**src/rtl/systolic_pkg.sv**
```systemverilog
// rtl/systolic_pkg.sv - shared types and field positions for the systolic instruction scheduler
package systolic_pkg;

  localparam int OPC_MSB  = 63;
  localparam int OPC_LSB  = 60;
  localparam int ADDR_MSB = 59;
  localparam int ADDR_LSB = 44;
  localparam int LEN_MSB  = 43;
  localparam int LEN_LSB  = 32;

  typedef enum logic [3:0] {
    OP_NOP    = 4'd0,
    OP_LOAD_W = 4'd1,
    OP_LOAD_A = 4'd2,
    OP_MATMUL = 4'd3,
    OP_STORE  = 4'd4,
    OP_HALT   = 4'd15
  } opcode_e;

  typedef enum logic [1:0] {
    MEM_LOAD_W = 2'd0,
    MEM_LOAD_A = 2'd1,
    MEM_STORE  = 2'd2
  } mem_op_e;

  typedef enum logic [2:0] {
    ST_IDLE,
    ST_MEM_REQ,
    ST_MEM_WAIT,
    ST_CLEAR,
    ST_COMPUTE,
    ST_HALT
  } sched_state_e;

  // opcode kept as raw bits so undefined encodings survive decoding
  typedef struct packed {
    logic [3:0]  opcode;
    logic [15:0] addr;
    logic [11:0] len;
    logic [31:0] rsvd;
  } instr_t;

  function automatic instr_t unpack_instr(input logic [63:0] w);
    instr_t r;
    r.opcode = w[OPC_MSB:OPC_LSB];
    r.addr   = w[ADDR_MSB:ADDR_LSB];
    r.len    = w[LEN_MSB:LEN_LSB];
    r.rsvd   = w[LEN_LSB-1:0];
    return r;
  endfunction

  function automatic mem_op_e to_mem_op(input logic [3:0] opc);
    case (opc)
      OP_LOAD_A: return MEM_LOAD_A;
      OP_STORE:  return MEM_STORE;
      default:   return MEM_LOAD_W;
    endcase
  endfunction

endpackage

```
**src/rtl/systolic_instr_scheduler_if.sv**
```systemverilog
// rtl/systolic_instr_scheduler_if.sv - instruction, memory-command and array-control signal bundle
interface systolic_instr_scheduler_if;
  logic        instr_valid;
  logic [63:0] instr_data;
  logic        instr_ready;
  logic        mem_cmd_valid;
  logic [1:0]  mem_cmd_op;
  logic [15:0] mem_cmd_addr;
  logic [11:0] mem_cmd_len;
  logic        mem_cmd_ready;
  logic        mem_done;
  logic        array_clear;
  logic        array_en;
  logic        busy;
  logic        halted;
  logic        illegal_instr;

  modport master (
    input  instr_valid, instr_data, mem_cmd_ready, mem_done,
    output instr_ready, mem_cmd_valid, mem_cmd_op, mem_cmd_addr, mem_cmd_len,
           array_clear, array_en, busy, halted, illegal_instr
  );

  modport slave (
    output instr_valid, instr_data, mem_cmd_ready, mem_done,
    input  instr_ready, mem_cmd_valid, mem_cmd_op, mem_cmd_addr, mem_cmd_len,
           array_clear, array_en, busy, halted, illegal_instr
  );
endinterface

```
**src/rtl/compute_timer.sv**
```systemverilog
// rtl/compute_timer.sv - loadable down-counter that times one array compute run
module compute_timer #(
  parameter int CNT_W = 14
) (
  input  logic             clk,
  input  logic             rst,
  input  logic             load_i,
  input  logic [CNT_W-1:0] load_val_i,
  input  logic             dec_i,
  output logic             active_o,
  output logic             last_o
);

  logic [CNT_W-1:0] count_q, count_d;

  always_comb begin
    count_d = count_q;
    if (load_i) begin
      count_d = load_val_i;
    end else if (dec_i && (count_q != '0)) begin
      count_d = count_q - CNT_W'(1);
    end
  end

  always_ff @(posedge clk) begin
    if (rst) begin
      count_q <= '0;
    end else begin
      count_q <= count_d;
    end
  end

  assign active_o = (count_q != '0);
  assign last_o   = (count_q == CNT_W'(1));

endmodule

```
**src/rtl/systolic_instr_scheduler.sv**
```systemverilog
// rtl/systolic_instr_scheduler.sv - decodes buffered instructions into memory commands and timed array runs
module systolic_instr_scheduler
  import systolic_pkg::*;
#(
  parameter int ARRAY_SIZE = 8,
  parameter int CNT_W      = 14
) (
  input logic                       clk,
  input logic                       rst,
  systolic_instr_scheduler_if.master bus
);

  // wavefront takes 2*N-2 extra steps to drain through an N x N array
  localparam logic [CNT_W-1:0] PIPE_FILL = CNT_W'(2 * ARRAY_SIZE - 2);

  sched_state_e     state_q, state_d;
  instr_t           instr_q, instr_d, instr_in;
  logic             illegal_q, illegal_d;
  logic             timer_load, timer_dec, timer_active, timer_last;
  logic [CNT_W-1:0] timer_load_val;
  logic             instr_ready, cmd_valid, arr_clear, arr_en;
  mem_op_e          cmd_op;
  logic [15:0]      cmd_addr;
  logic [11:0]      cmd_len;
  logic             unused_rsvd;

  assign instr_in       = unpack_instr(bus.instr_data);
  assign timer_load_val = CNT_W'(instr_q.len) + PIPE_FILL;
  assign unused_rsvd    = ^instr_q.rsvd;

  compute_timer #(.CNT_W(CNT_W)) u_timer (
    .clk        (clk),
    .rst        (rst),
    .load_i     (timer_load),
    .load_val_i (timer_load_val),
    .dec_i      (timer_dec),
    .active_o   (timer_active),
    .last_o     (timer_last)
  );

  always_comb begin
    state_d     = state_q;
    instr_d     = instr_q;
    illegal_d   = illegal_q;
    timer_load  = 1'b0;
    timer_dec   = 1'b0;
    instr_ready = 1'b0;
    cmd_valid   = 1'b0;
    cmd_op      = MEM_LOAD_W;
    cmd_addr    = '0;
    cmd_len     = '0;
    arr_clear   = 1'b0;
    arr_en      = 1'b0;
    case (state_q)
      ST_IDLE: begin
        instr_ready = 1'b1;
        if (bus.instr_valid) begin
          instr_d = instr_in;
          case (instr_in.opcode)
            OP_NOP: ;
            OP_LOAD_W, OP_LOAD_A, OP_STORE: if (instr_in.len != '0) state_d = ST_MEM_REQ;
            OP_MATMUL: if (instr_in.len != '0) state_d = ST_CLEAR;
            OP_HALT:   state_d = ST_HALT;
            default:   illegal_d = 1'b1;
          endcase
        end
      end
      ST_MEM_REQ: begin
        cmd_valid = 1'b1;
        cmd_op    = to_mem_op(instr_q.opcode);
        cmd_addr  = instr_q.addr;
        cmd_len   = instr_q.len;
        if (bus.mem_cmd_ready) state_d = ST_MEM_WAIT;
      end
      ST_MEM_WAIT: begin
        if (bus.mem_done) state_d = ST_IDLE;
      end
      ST_CLEAR: begin
        arr_clear  = 1'b1;
        timer_load = 1'b1;
        state_d    = ST_COMPUTE;
      end
      ST_COMPUTE: begin
        arr_en    = 1'b1;
        timer_dec = 1'b1;
        if (timer_last || !timer_active) state_d = ST_IDLE;
      end
      ST_HALT: ;
      default: state_d = ST_IDLE;
    endcase
  end

  always_ff @(posedge clk) begin
    if (rst) begin
      state_q   <= ST_IDLE;
      instr_q   <= '0;
      illegal_q <= 1'b0;
    end else begin
      state_q   <= state_d;
      instr_q   <= instr_d;
      illegal_q <= illegal_d;
    end
  end

  assign bus.instr_ready   = instr_ready;
  assign bus.mem_cmd_valid = cmd_valid;
  assign bus.mem_cmd_op    = cmd_op;
  assign bus.mem_cmd_addr  = cmd_addr;
  assign bus.mem_cmd_len   = cmd_len;
  assign bus.array_clear   = arr_clear;
  assign bus.array_en      = arr_en;
  assign bus.busy          = (state_q != ST_IDLE);
  assign bus.halted        = (state_q == ST_HALT);
  assign bus.illegal_instr = illegal_q;

endmodule

```
**src/flat_wrapper.sv**
```systemverilog
// flat-port wrapper written by rule: the top's interface ports become plain ports
module systolic_instr_scheduler_flat import systolic_pkg::*;
#(
  parameter int ARRAY_SIZE = 8,
  parameter int CNT_W      = 14
)
  (clk, rst, bus_instr_valid, bus_instr_data, bus_mem_cmd_ready, bus_mem_done, bus_instr_ready, bus_mem_cmd_valid, bus_mem_cmd_op, bus_mem_cmd_addr, bus_mem_cmd_len, bus_array_clear, bus_array_en, bus_busy, bus_halted, bus_illegal_instr);
  systolic_instr_scheduler_if bus_i ();
  input logic clk;
  input logic rst;
  input wire logic [$bits(bus_i.instr_valid)-1:0] bus_instr_valid;
  input wire logic [$bits(bus_i.instr_data)-1:0] bus_instr_data;
  input wire logic [$bits(bus_i.mem_cmd_ready)-1:0] bus_mem_cmd_ready;
  input wire logic [$bits(bus_i.mem_done)-1:0] bus_mem_done;
  output wire logic [$bits(bus_i.instr_ready)-1:0] bus_instr_ready;
  output wire logic [$bits(bus_i.mem_cmd_valid)-1:0] bus_mem_cmd_valid;
  output wire logic [$bits(bus_i.mem_cmd_op)-1:0] bus_mem_cmd_op;
  output wire logic [$bits(bus_i.mem_cmd_addr)-1:0] bus_mem_cmd_addr;
  output wire logic [$bits(bus_i.mem_cmd_len)-1:0] bus_mem_cmd_len;
  output wire logic [$bits(bus_i.array_clear)-1:0] bus_array_clear;
  output wire logic [$bits(bus_i.array_en)-1:0] bus_array_en;
  output wire logic [$bits(bus_i.busy)-1:0] bus_busy;
  output wire logic [$bits(bus_i.halted)-1:0] bus_halted;
  output wire logic [$bits(bus_i.illegal_instr)-1:0] bus_illegal_instr;
  assign bus_i.instr_valid = bus_instr_valid;
  assign bus_i.instr_data = bus_instr_data;
  assign bus_i.mem_cmd_ready = bus_mem_cmd_ready;
  assign bus_i.mem_done = bus_mem_done;
  assign bus_instr_ready = bus_i.instr_ready;
  assign bus_mem_cmd_valid = bus_i.mem_cmd_valid;
  assign bus_mem_cmd_op = bus_i.mem_cmd_op;
  assign bus_mem_cmd_addr = bus_i.mem_cmd_addr;
  assign bus_mem_cmd_len = bus_i.mem_cmd_len;
  assign bus_array_clear = bus_i.array_clear;
  assign bus_array_en = bus_i.array_en;
  assign bus_busy = bus_i.busy;
  assign bus_halted = bus_i.halted;
  assign bus_illegal_instr = bus_i.illegal_instr;
  systolic_instr_scheduler #(.ARRAY_SIZE(ARRAY_SIZE), .CNT_W(CNT_W)) u_core (.clk(clk), .rst(rst), .bus(bus_i));
endmodule
```
**config.mk**
```make
export PLATFORM = sky130hd
export DESIGN_NAME = systolic_instr_scheduler_flat
export DESIGN_NICKNAME = d
export VERILOG_FILES = /design/src/rtl/systolic_pkg.sv /design/src/rtl/systolic_instr_scheduler_if.sv /design/src/rtl/compute_timer.sv /design/src/rtl/systolic_instr_scheduler.sv /design/src/flat_wrapper.sv
export SDC_FILE = /design/constraint.sdc
export NUM_CORES = 1
export LEC_CHECK = 0
export ABC_AREA = 1
export BUFFER_PORTS_ARGS = -buffer_cell sky130_fd_sc_hd__buf_2
export CORE_MARGIN = 8
export CORE_UTILIZATION = 44
export CTS_CLUSTER_SIZE = 28
export DETAILED_ROUTE_END_ITERATION = 8
export PLACE_DENSITY = 0.85
export SLEW_MARGIN = 5
export SYNTH_ARGS = -nofsm -noshare
export SYNTH_HDL_FRONTEND = slang
export SYNTH_SLANG_ARGS = --single-unit
```
**constraint.sdc**
```tcl
create_clock -name clk -period 1.6 [get_ports clk]
set_clock_uncertainty 0.05 [all_clocks]
set_input_delay 0.08 -clock clk [delete_from_list [all_inputs] [get_ports clk]]
set_output_delay 0.08 -clock clk [all_outputs]
set_load 0.05 [all_outputs]
```
## Word-level counts from Yosys, hierarchy flattened

Index checks and enable logic that the tools add are counted.

- Bits in registers: 50

- Add/subtract/negate cells: 2
- Eq/ne operators: 20
- Multiplexer cells: 18
- Bitwise logic cells: 2
- Reductions and logical operators: 14

Operator list:

| operator | number |
|---|---|
| two-way mux 14 bit | 2 |
| two-way mux 3 bit | 6 |
| case mux 3 bit (6 select lines) | 1 |
| two-way mux 16 bit | 1 |
| == test 14 x 1 -> 1 bit, second input constant | 1 |
| nonzero test 14 bit | 1 |
| subtractor 14 x 1 -> 14 bit, second input constant | 1 |
| adder 12 x 4 -> 13 bit, second input constant | 1 |
| == test 4 x 2 -> 1 bit, second input constant | 3 |
| two-way mux 12 bit | 1 |
| nonzero test 12 bit | 1 |
| case mux 3 bit (3 select lines) | 1 |
| == test 4 x 3 -> 1 bit, second input constant | 2 |
| AND reduction 8 bit | 1 |
| == test 3 x 2 -> 1 bit, second input constant | 2 |
| == test 3 bit, second input constant | 2 |
| inequality test 2 bit, second input constant | 3 |
| inequality test 3 x 2 -> 1 bit, second input constant | 2 |
| OR reduction 6 bit | 1 |
| == test 4 x 1 -> 1 bit, second input constant | 1 |
| == test 4 bit, second input constant | 1 |
| logical NOT 4 bit | 1 |
| two-way mux 1 bit | 4 |
| inequality test 4 x 3 -> 1 bit, second input constant | 1 |
| other kinds (14) | 15 |

## Logic depth before layout (Yosys ltp)

Gate-level depths: netlist of run 1.

- Word-level depth: 5
- Mapped depth: 12
- Gate-level depth less buffers: 12

## By module

Synthesis of run 1 repeated with hierarchy kept, for this count alone.

- Cells, all modules: 449
- Area, all modules: 2927.8 um2

Modules (own cells, without submodules):

| module | instances | cells each | area each (um2) | seq. area each (um2) |
|---|---|---|---|---|
| systolic_instr_scheduler | 1 | 272 | 1891.8 | 720.7 |
| compute_timer | 1 | 177 | 1036.0 | 280.3 |

## Least setup slack after synthesis of run 1

Ideal clock, no wire load.

- Path type: reg2out
- Start point: register u_core.state_q[1]
- End point: output port bus_mem_cmd_op[0]
- Data arrival time: 2.536 ns
- Slack: -1.066 ns
- Stages on the path, launching flop included: 6
- Buffers on the path: 0
- Cell sequence: dfxtp_1 -> nor2_1 -> nand2_1 -> inv_1 -> nand2_1 -> nor4_1

- Longest elaborated chain between the ends: 2

Ends and longest elaborated chain:

| element | RTL line | text |
|---|---|---|
| start: declaration | systolic_instr_scheduler.sv:16 | `sched_state_e state_q, state_d;` |
| start signal: assignment | systolic_instr_scheduler.sv:99 | `state_q <= state_d;` |
| == test 3 x 1 -> 1 bit | systolic_instr_scheduler.sv:54 | `case (state_q)` |
| two-way mux 2 bit | systolic_instr_scheduler.sv:54 |  |
| end: declaration | flat_wrapper.sv:17 | `output wire logic [$bits(bus_i.mem_cmd_op)-1:0] bus_mem_cmd_op;` |

No other way between the ends.

## Worst setup path in the final report of run 1

- Start point: register u_core.state_q[1]
- End point: output port bus_mem_cmd_addr[2]

- Longest elaborated chain between the ends: 2

Ends and longest elaborated chain:

| element | RTL line | text |
|---|---|---|
| == test 3 x 1 -> 1 bit | systolic_instr_scheduler.sv:54 |  |
| two-way mux 16 bit | systolic_instr_scheduler.sv:54 |  |
| end: declaration | flat_wrapper.sv:18 | `output wire logic [$bits(bus_i.mem_cmd_addr)-1:0] bus_mem_cmd_addr;` |

No other way between the ends.

==> impl_metrics.csv, run 1 <==
group,metric,value,unit
grt,first_global_vias,3160,
cells_and_area,layout.nets,603,
pwr,comb_power_share,62.8,%
pwr,irDropWorstVdd,1.273,mV
floorplanning,die_y,95.46,um
logic_synthesis,avgSynthCellArea,6.400,um^2
cells_and_area,drive_gt1_share,33.27,%
pwr,p_leak,1.806,nW
detailed_routing,drc,0,
timing,setup_viol,0,
worst_setup_path,crit_fanout,28,
place,dp_hpwl,6.086,mm
clock_tree,cts_max_level,2,
detailed_routing,vias,3260,
clock_tree,numCtsBuffers,5,
worst_setup_path,worstSetupEndpointType,"primary output",
logic_synthesis,ys_ff_latch,50,
grt,grt_max_degree,29,
logic_synthesis,synth-seq-area-share,36.04,%
timing,maxSlewViolCount,0,
timing,rsz0062_at_grt,"true",
pwr,pwr-share-seq,25.5,%
clock_tree,clk_path_buf_depth,2,
pwr,p_int,3.990,mW
place,io_buffers,73,
logic_synthesis,synth_area,2778,um^2
detailed_routing,ant_nets,0,
pwr,power.switching,4.037,mW
logic_synthesis,synth_edf_count,0,
timing,setup_slack,0.008625,ns
logic_synthesis,muxShareOfSynthArea,0,%
place,placed_cell_area,3448,um^2
cells_and_area,antennaDiodeCount,0,
worst_setup_path,worstSetupPathType,"register to primary output",
pwr,powerDensity,2041,nW/um^2
pwr,switching_share,50.29,%
timing,final.period_utilization,99.46,%
floorplanning,die_w,95.46,um
worst_setup_path,critPathRequiredTime,1.47,ns
grt,grt_usage,19.30,%
grt,grt-ovfl-total,0,
logic_synthesis,synth_ff_type,"dfxtp_1",
place,gp_routability_congestion,0.9188,
floorplanning,core_area,6241,um^2
status,violations,"hold timing",
timing,max_freq,628.4,MHz
place,dp_slack,0.02734,ns
timing,hold_viol_final,1,
timing,relSlewSlack,80.96,%
clock_tree,clock_sinks,50,
cells_and_area,fillers,467,
logic_synthesis,synth_cell_types,32,
clock_tree,cts-root-buf,"clkbuf_8",
clock_tree,clkTransAtPathRegs,0.11,ns
logic_synthesis,synth_compound_area_share,18.47,%
cells_and_area,syn_to_final_growth,41.58,%
cells_and_area,post-route-cell-area,3933,um^2
logic_synthesis,synth_xor_area_share,1.577,%
pwr,p_clk_share,11.7,%
worst_hold_path,holdCritPathClass,"input pin to register",
logic_synthesis,async_reset_ff_share,0,%
detailed_routing,routed_wl,9.225,mm
logic_synthesis,syn-instance-count,434,
logic_synthesis,synth_top_family_by_area,"simple AND/OR/NAND/NOR gates",
timing,worst_pin_slew,0.2826,ns
timing,period_needed,1.591,ns
clock_tree,clk_latency,0.32,ns
logic_synthesis,yosysWarnings,0,
worst_setup_path,crit_path_start_kind,"register",
detailed_routing,post_drt_wl_per_cell,15.15,um
logic_synthesis,synth_nets,506,
grt,grt_pass1_wl,14.30,mm
grt,antenna_found_initial,0,
logic_synthesis,synth_fa_ha_area_share,1.351,%
detailed_routing,first_iter_violations,246,
detailed_routing,viasPerCell,5.353,
job,drv_cap,0,
timing,holdWs,-0.006694,ns
floorplanning,pin_count,106,
timing,fin_tns_setup,0,ns
worst_setup_path,worstPathArrival,1.46,ns
clock_tree,tritoncts,"built",
status,status,"finished with violations",
floorplanning,dieArea,9112,um^2
floorplanning,initial_core_util,44.51,%
detailed_routing,dr.pass1.iters,5,
logic_synthesis,synthSimpleGateAreaFrac,30.81,%
floorplanning,rows,29,
==> worst max-delay path, stage by stage (launching register included) <==
cell     delay, ns
dfxtp_4       0.37
nor2_4        0.14
nand2_4       0.09
buf_12        0.18
nor2_1        0.14
buf_4         0.22
==> metrics by stage <==
stage | hold slack, ns | cells | total power, mW | util, %
after floorplan | 0.1975 | 434 | 5.314 | -
after global placement | 0.2886 | 589 | 6.242 | 55.25
after detailed placement | 0.2983 | 589 | 6.388 | 55.25
after CTS | 0.0003028 | 606 | 7.492 | 60.41
after global routing | 0.006492 | 609 | 8.583 | 63.01
final | -0.006694 | 609 | 8.027 | 63.01
==> final timing paths <==
check             slack [ns]                      start                         to  depth (start not counted)
setup / recovery       0.009          u_core.state_q[1]        bus_mem_cmd_addr[2]                          5
hold / removal        -0.007         bus_instr_data[38]         u_core.instr_q[38]                          3
setup reg to reg        0.06  u_core.u_timer.count_q[0]  u_core.u_timer.count_q[8]                         11
hold reg to reg         0.43         u_core.instr_q[44]         u_core.instr_q[44]                          2
==> cell type report <==
type                       instances  area (um^2)  area share [%]
inverter                          65        257.7           6.554
sequential                        50         1008           25.64
timing repair buffer             106        790.8           20.11
clock inverter                     3        47.55           1.209
multi-input combinational        303         1663           42.28
tap                               77        96.34           2.450
clock buffer                       5        68.82           1.750
==> Yosys cell counts, types with 2 or more instances <==
master | count | area, um^2
nor4_1 | 2 | 12.51
ha_1 | 3 | 37.54
inv_1 | 61 | 229.0
nor2_4 | 2 | 22.52
a31oi_1 | 2 | 12.51
nor2_2 | 2 | 12.51
o211ai_1 | 2 | 15.01
clkbuf_1 | 7 | 26.28
buf_1 | 2 | 7.510
a21oi_1 | 42 | 210.2
xor2_1 | 5 | 43.79
dfxtp_1 | 50 | 1001
nand3_1 | 31 | 155.2
nand2_1 | 66 | 247.7
o21ai_1 | 9 | 45.04
o21ai_0 | 38 | 190.2
nand2_2 | 4 | 25.02
nand4_1 | 6 | 37.54
nor2_1 | 74 | 277.8
nor3_1 | 5 | 25.02
buf_2 | 6 | 30.03
inv_2 | 4 | 15.01
nand2_4 | 2 | 22.52
==> cells in the final DEF, fill, tap and decap left out, drive strengths merged, types with 2 or more instances in the layout <==
cell type | netlist | final
nand3 | 31 | 31
nor3 | 6 | 6
a21oi | 43 | 43
xor2 | 5 | 5
o21ai | 48 | 48
nor4 | 2 | 2
nor2 | 78 | 78
dfxtp | 50 | 50
nand2 | 72 | 73
inv | 65 | 66
nand4 | 6 | 6
ha | 3 | 3
clkbuf | 7 | 5
dlygate4sd3 | 0 | 6
buf | 10 | 100
a31oi | 2 | 2
o211ai | 2 | 2
==> registers in the layout, indices dropped and copies added, names as in the netlist <==
signal / cells
u_core.instr_q: 32
u_core.u_timer.count_q: 14
u_core.state_q: 3
u_core.bus.illegal_instr: 1
==> kinds of logic after synthesis <==
kind of cell | count (synthesis)
and+or+nand+nor | 196
AOI/OAI and AO/OA | 98
buffers and inverters | 82
DFF | 50
xor gates and xnor gates | 5
adders and majority gates | 3
==> power by group through the flow <==
stage	registers [mW]	clock network (mW)	logic (mW)
after floorplan	2.00	0	3.31
after global placement	2.01	0	4.23
after detailed placement	2.03	0	4.36
after CTS	2.00	0.939	4.55
after global routing	2.10	0.996	5.49
final	2.05	0.941	5.04
==> metal layers <==
layer / vias to the layer above / routed length [um] / track usage [%] / share of wire, %
li1: 1590 / - / - / -
met1: 1508 / 3575 / 20.96 / 39
met4: 0 / 179 / 5.762 / 1.9
met3: 19 / 772 / 6.693 / 8.4
met2: 143 / 4698 / 34.52 / 51
met5: - / 0 / 0 / 0
==> what timing repair did <==
action	CTS	global route
hold endpoints to repair	6	0
pin swaps	2	5
hold buffers	6	0
setup buffers	3	2
cloned	0	1
gates resized for setup	44	44
endpoints found under the setup margin	31	52
No activity file was read; power rests on OpenSTA's default activity.
==> inputs of run 2 (changes only) <==
--- a/config.mk
+++ b/config.mk
@@ -5,14 +5,14 @@
 export SDC_FILE = /design/constraint.sdc
 export NUM_CORES = 1
 export LEC_CHECK = 0
-export ABC_AREA = 1
 export BUFFER_PORTS_ARGS = -buffer_cell sky130_fd_sc_hd__buf_2
 export CORE_MARGIN = 8
-export CORE_UTILIZATION = 44
+export CORE_UTILIZATION = 45
 export CTS_CLUSTER_SIZE = 28
 export DETAILED_ROUTE_END_ITERATION = 8
 export PLACE_DENSITY = 0.85
 export SLEW_MARGIN = 5
 export SYNTH_ARGS = -nofsm -noshare
 export SYNTH_HDL_FRONTEND = slang
+export SYNTH_HIERARCHICAL = 1
 export SYNTH_SLANG_ARGS = --single-unit
==> run 2 against run 1 <==
The flow finishes with violations (hold timing, setup timing). Clock power fell by 0.4%. Flip-flop and latch count did not move. Sequential power fell by 32%. Core utilization rose by 29 points. Largest power group is now registers. Highest routed layer unchanged.
==> impl_metrics.csv, run 2 <==
group,metric,value,unit
pwr,power.switching,1.381,mW
cells_and_area,syn_to_final_growth,97.97,%
status,status,"finished with violations",
timing,period_needed,2.491,ns
timing,setup_slack,-0.8907,ns
logic_synthesis,synth_commonest_cells,"nand2_1 (73), dfxtp_1 (50), and2_1 (29)",
place,place_inst,554,
floorplanning,core_area,6350,um^2
cells_and_area,utilization,92.41,%
floorplanning,dieArea,9440,um^2
timing,rsz0062_at_grt,"true",
clock_tree,clk_latency,0.36,ns
worst_setup_path,crit_fanout,3,
floorplanning,rows,29,
grt,grt-ovfl-total,0,
worst_setup_path,critPathRequiredTime,1.71,ns
floorplanning,die_w,97.16,um
logic_synthesis,synth_cell_types,64,
clock_tree,clkTransAtPathRegs,0.13,ns
detailed_routing,vias,4531,
logic_synthesis,syn-instance-count,366,
clock_tree,numCtsBuffers,5,
worst_hold_path,holdCritPathClass,"input pin to register",
cells_and_area,layout.nets,622,
detailed_routing,dr.pass1.iters,5,
status,violations,"hold timing, setup timing",
clock_tree,clk_path_buf_depth,2,
timing,setup_viol,86,
pwr,p_clk_share,26.6,%
cells_and_area,post-route-cell-area,5868,um^2
grt,grt_pass1_wl,22.80,mm
worst_setup_path,worstSetupPathType,"register to register",
logic_synthesis,synth.most_common_cell,"nand2_1",
cells_and_area,mostFrequentLayoutCells,"buf_4 (59), nand2_4 (48), dfxtp_1 (39)",
timing,fin_tns_setup,-20.42,ns
cells_and_area,drive_gt1_share,66.24,%
cells_and_area,reg_top3,"u_core/instr_q: 32 flops, u_core/u_timer/count_q: 14 flops, u_core/state_q: 3 flops",
logic_synthesis,synth_edf_count,0,
cells_and_area,antennaDiodeCount,0,
cells_and_area,fillers,159,
clock_tree,tritoncts,"built",
place,dp_hpwl,6.531,mm
logic_synthesis,synth_ff_type,"dfxtp_1",
logic_synthesis,ys_ff_latch,50,
grt,grt_max_degree,36,
logic_synthesis,synth.area.top_cells,"dfxtp_1 (34%), nand2_1 (9.2%), and2_1 (6.1%), a21oi_2 (4.7%), a21oi_1 (4.1%)",
timing,final.period_utilization,155.7,%
logic_synthesis,yosysWarnings,6,
grt,first_global_vias,4096,
logic_synthesis,synth_nets,438,
grt,antenna_found_initial,0,
cells_and_area,final_cells,628,
pwr,pwr-share-seq,39.7,%
timing,relSlewSlack,45.12,%
worst_setup_path,worstPathArrival,2.60,ns
timing,maxSlewViolCount,0,
clock_tree,cts-root-buf,"clkbuf_8",
detailed_routing,routed_wl,21.05,mm
detailed_routing,first_iter_violations,736,
worst_setup_path,crit_path_frequent_cell,"buf_4",
cells_and_area,largest_register_ffs,32,
cells_and_area,top_register,"u_core/instr_q",
clock_tree,cts_max_level,2,
clock_tree,clock_sinks,50,
floorplanning,initial_core_util,46.68,%
pwr,p_int,2.143,mW
cells_and_area,layout_commonest_cell,"buf_4",
logic_synthesis,avgSynthCellArea,8.099,um^2
place,io_buffers,73,
logic_synthesis,async_reset_ff_share,0,%
pwr,power,3.524,mW
logic_synthesis,synth-seq-area-share,33.77,%
worst_setup_path,slowest_delay,0.71,ns
worst_setup_path,critPathSlowestCell,"a311oi_1",
worst_setup_path,worstPathCellList,"buf_4 > nor3_4 > buf_4 > buf_4 > nor2_1 > xor2_1 > nor2_1 > a311oi_1",
logic_synthesis,synth.largest_area_cell,"dfxtp_1",
worst_setup_path,crit_path_start_kind,"register",
pwr,p_leak,2.594,nW
floorplanning,die_y,97.16,um
pwr,switching_share,39.19,%
floorplanning,pin_count,106,
pwr,irDropWorstVdd,0.7610,mV
detailed_routing,ant_nets,0,
detailed_routing,viasPerCell,7.215,
pwr,powerDensity,600.5,nW/um^2
place,placed_cell_area,3899,um^2
timing,hold_viol_final,1,
worst_setup_path,worstSetupEndpointType,"register",
timing,worst_pin_slew,0.8177,ns
detailed_routing,post_drt_wl_per_cell,33.51,um
detailed_routing,drc,0,
timing,holdWs,-0.002648,ns
place,gp_routability_congestion,0.9148,
logic_synthesis,yosysTopAreaCellShare,33.77,%
timing,max_freq,401.5,MHz
place,dp_slack,-0.3493,ns
job,drv_cap,0,
grt,grt_usage,29.69,%
pwr,comb_power_share,33.7,%
logic_synthesis,synth_area,2964,um^2
run 2: cell count changes after synthesis, sizes merged, moves of 6 or more:
cell,previous run,this run
nand3,31,4
a311oi,0,7
nor2,78,20
and2,0,30
nor3b,0,8
o21ai,48,8
inv,65,18
xnor2,0,6
run 2: cells by family (layout without fill, tap and decap cells):
kind of cell,after synthesis,count (layout),share of synthesized area [%]
XOR/XNOR,10,10,2.955
flip-flops,50,50,33.77
buffers and inverters,40,225,8.315
AO/OA/AOI/OAI,75,75,18.95
other,1,1,0.1265
multiplexers,1,1,0.3377
AND/OR/NAND/NOR,186,186,34.28
adder cells (fa/ha/maj),3,3,1.266
run 2: final cells by class:
type | instances | area (um^2) | area share, %
Inverter | 18 | 70.07 | 1.194
Multi-Input combinational cell | 276 | 2606 | 44.41
Tap cell | 77 | 96.34 | 1.642
Clock inverter | 3 | 26.28 | 0.4478
Clock buffer | 5 | 68.82 | 1.173
Timing Repair Buffer | 199 | 1981 | 33.75
Sequential cell | 50 | 1020 | 17.38
run 2: per-layer routing:
layer | track usage [%] | vias up | share of wire [%]
met5 | 0 | - | 0
met4 | 19.53 | 0 | 9.3
met3 | 9.459 | 214 | 15
met2 | 49.06 | 619 | 42
met1 | 31.87 | 2055 | 34
li1 | - | 1643 | -
run 2: power groups by stage:
stage | combinational, mW | sequential, mW | clock, mW
after floorplan | 0.400 | 1.38 | 0
after global placement | 0.584 | 1.37 | 0
after detailed placement | 0.601 | 1.38 | 0
after CTS | 0.762 | 1.35 | 0.815
after global routing | 1.19 | 1.40 | 0.967
final | 1.19 | 1.40 | 0.937
run 2: worst paths after layout:
path	startpoint	end	slack (ns)	depth (start not counted)
setup / recovery	u_core/instr_q[33]	u_core/u_timer/count_q[6]	-0.89	8
hold reg to reg	u_core/instr_q[54]	u_core/instr_q[54]	0.46	2
hold / removal	bus_instr_data[61]	u_core/instr_q[61]	-0.003	3
setup reg to reg	u_core/instr_q[33]	u_core/u_timer/count_q[6]	-0.89	8
run 2: critical path: cells and delay by family (launching register included):
family	cells	cell delay (ns)
AO/OA/AOI/OAI	1	0.71
buffers and inverters	3	0.47
AND/OR/NAND/NOR	3	0.47
flip-flops	1	0.35
XOR/XNOR	1	0.25
run 2: repair_timing:
item | 4_1_cts | 5_1_grt
buffers inserted | 15 | 15
pin swaps | 39 | 88
gates cloned | 3 | 6
setup endpoints to repair | 46 | 83
hold endpoints to repair | 28 | 0
hold buffers | 28 | 0
resized for setup | 165 | 165
==> inputs of run 3 (changes only) <==
--- a/config.mk
+++ b/config.mk
@@ -6,6 +6,7 @@
 export NUM_CORES = 1
 export LEC_CHECK = 0
 export BUFFER_PORTS_ARGS = -buffer_cell sky130_fd_sc_hd__buf_2
+export CORE_ASPECT_RATIO = 0.5
 export CORE_MARGIN = 8
 export CORE_UTILIZATION = 45
 export CTS_CLUSTER_SIZE = 28
==> run 3 against run 2 <==
Flip-flop and latch count unchanged. Wire length decreased by 21%. Hold slack better by 0.0041 ns. The run ends with setup timing left. Clock power up 39%. Total power is 4.1% higher. Critical endpoint is now u_core/state_q[2]. Final cell count up 2.1%. Sequential power shrank 3%. Fmax up 22%.
==> impl_metrics.csv, run 3 (same netlist as run 2, synthesis figures left out) <==
group,metric,value,unit
status,status,"finished with violations",
status,violations,"setup timing",
cells_and_area,top_register,"u_core/instr_q",
worst_setup_path,worstPathCellList,"buf_4 > nor4_4 > buf_4 > nand4_1 > nor2_1 > inv_1 > a21oi_1 > or3b_4 > a221oi_2",
place,dp_hpwl,7.522,mm
timing,final.period_utilization,127.2,%
pwr,irDropWorstVdd,0.5089,mV
worst_setup_path,critPathSlowestCell,"dfxtp_2",
detailed_routing,routed_wl,16.62,mm
detailed_routing,dr.pass1.iters,8,
worst_setup_path,critPathTopFamily,"simple AND/OR/NAND/NOR gates",
timing,holdWs,0.001498,ns
timing,hold_viol_final,0,
worst_setup_path,slowest_delay,0.35,ns
clock_tree,numCtsBuffers,5,
pwr,pwr-share-seq,37.1,%
floorplanning,initial_core_util,45.49,%
worst_setup_path,critPathRequiredTime,1.73,ns
detailed_routing,first_iter_violations,701,
worst_setup_path,worstPathArrival,2.17,ns
worst_setup_path,path_buf_inv,3,
clock_tree,clk_path_buf_depth,2,
cells_and_area,layout.nets,619,
place,gp_routability_congestion,0.9448,
cells_and_area,largest_register_ffs,32,
worst_setup_path,worstSetupPathType,"register to register",
detailed_routing,post_drt_wl_per_cell,25.93,um
worst_setup_path,crit_path_start_kind,"register",
clock_tree,clkTransAtPathRegs,0.08,ns
grt,grt_pass1_wl,18.98,mm
pwr,comb_power_share,27.4,%
floorplanning,pin_count,106,
grt,grt_max_degree,22,
place,io_buffers,73,
place,dp_slack,-0.3458,ns
cells_and_area,mostFrequentLayoutCells,"buf_4 (67), nand2_1 (49), dfxtp_1 (39)",
floorplanning,die_w,130.8,um
clock_tree,cts-root-buf,"clkbuf_16",
cells_and_area,final_cells,641,
clock_tree,cts_max_level,2,
timing,setup_viol,76,
timing,relSlewSlack,63.53,%
detailed_routing,ant_nets,0,
job,drv_cap,0,
worst_setup_path,crit_fanout,4,
detailed_routing,drc,0,
cells_and_area,reg_top3,"u_core/instr_q: 32 flops, u_core/u_timer/count_q: 14 flops, u_core/state_q: 3 flops",
place,place_inst,578,
pwr,p_clk_share,35.5,%
clock_tree,clk_latency,0.31,ns
cells_and_area,layout_commonest_cell,"buf_4",
detailed_routing,viasPerCell,6.470,
timing,fin_tns_setup,-13.12,ns
grt,grt_usage,25.87,%
pwr,powerDensity,651.9,nW/um^2
worst_setup_path,crit_path_frequent_cell,"buf_4",
grt,first_global_vias,3508,
clock_tree,tritoncts,"built",
timing,maxSlewViolCount,0,
pwr,p_leak,2.368,nW
worst_hold_path,holdCritPathClass,"input pin to register",
timing,max_freq,491.5,MHz
timing,rsz0062_at_grt,"true",
pwr,p_int,2.492,mW
detailed_routing,vias,4147,
cells_and_area,syn_to_final_growth,89.78,%
floorplanning,dieArea,9598,um^2
grt,grt-ovfl-total,0,
cells_and_area,utilization,86.33,%
cells_and_area,fillers,276,
pwr,switching_share,32.04,%
pwr,power.switching,1.175,mW
worst_setup_path,worstSetupEndpointType,"register",
floorplanning,rows,21,
pwr,power,3.667,mW
clock_tree,clock_sinks,50,
floorplanning,die_y,73.39,um
floorplanning,core_area,6516,um^2
timing,setup_slack,-0.4345,ns
grt,antenna_found_initial,2,
timing,worst_pin_slew,0.5421,ns
place,placed_cell_area,3998,um^2
cells_and_area,drive_gt1_share,61.68,%
cells_and_area,post-route-cell-area,5625,um^2
timing,period_needed,2.034,ns
## run 3: changes by cell type in the layout (fill, tap and decap cells not counted), sizes merged
cell         previous run  this run
bufinv                  0         1
dlygate4sd3            28        22
diode                   0         1
clkbuf                  9         8
clkinvlp                0         1
inv                    20        18
clkinv                  1         0
buf                   167       172
## run 3: per-layer routing
| metal | track usage (%) | vias to the layer above | part of all wire, % |
|---|---|---|---|
| met1 | 31.49 | 1906 | 36 |
| met3 | 8.255 | 170 | 14 |
| met2 | 41.86 | 428 | 43 |
| li1 | - | 1643 | - |
| met4 | 9.836 | 0 | 7.6 |
| met5 | 0 | - | 0 |
## run 3: worst paths after layout
check / slack, ns / cells after the start / end / startpoint
worst max-delay path: -0.43 / 9 / u_core/state_q[2] / u_core/u_timer/count_q[10]
worst min-delay path: 0.001 / 3 / u_core/instr_q[35] / bus_instr_data[35]
worst max register to register: -0.43 / 9 / u_core/state_q[2] / u_core/u_timer/count_q[10]
worst min register to register: 0.41 / 2 / u_core/instr_q[50] / u_core/instr_q[50]
## run 3: tightest hold or removal path: cells and delay by family
family | cells | cell delay [ns]
and+or+nand+nor | 1 | 0.07
AOI/OAI and AO/OA | 1 | 0.04
buffers and inverters | 1 | 0.12
## run 3: power groups by stage
stage	sequential, mW	combinational [mW]	clock [mW]
detailed placement	1.37	0.641	0
global placement	1.37	0.623	0
finish	1.36	1.01	1.30
global route	1.36	1.03	1.34
CTS	1.35	0.775	1.24
floorplan	1.38	0.400	0
## run 3: final cells by class
cell class                      count  area (um^2)  area share, %
Multi-Input combinational cell    276         2337          41.55
Timing Repair Buffer              196         1912          33.99
Sequential cell                    50         1020          18.13
Clock buffer                        6        128.9          2.291
Tap cell                           92        115.1          2.046
Inverter                           18        72.57          1.290
Clock inverter                      2        37.54         0.6673
Antenna cell                        1        2.502        0.04448
## run 3: what timing repair did
item / CTS / global route
hold endpoints to repair: 21 / 1
endpoints found under the setup margin: 45 / 85
buffers inserted: 11 / 22
pin swaps: 28 / 49
cloned: 1 / 2
hold buffers: 21 / 1
gates resized for setup: 124 / 137
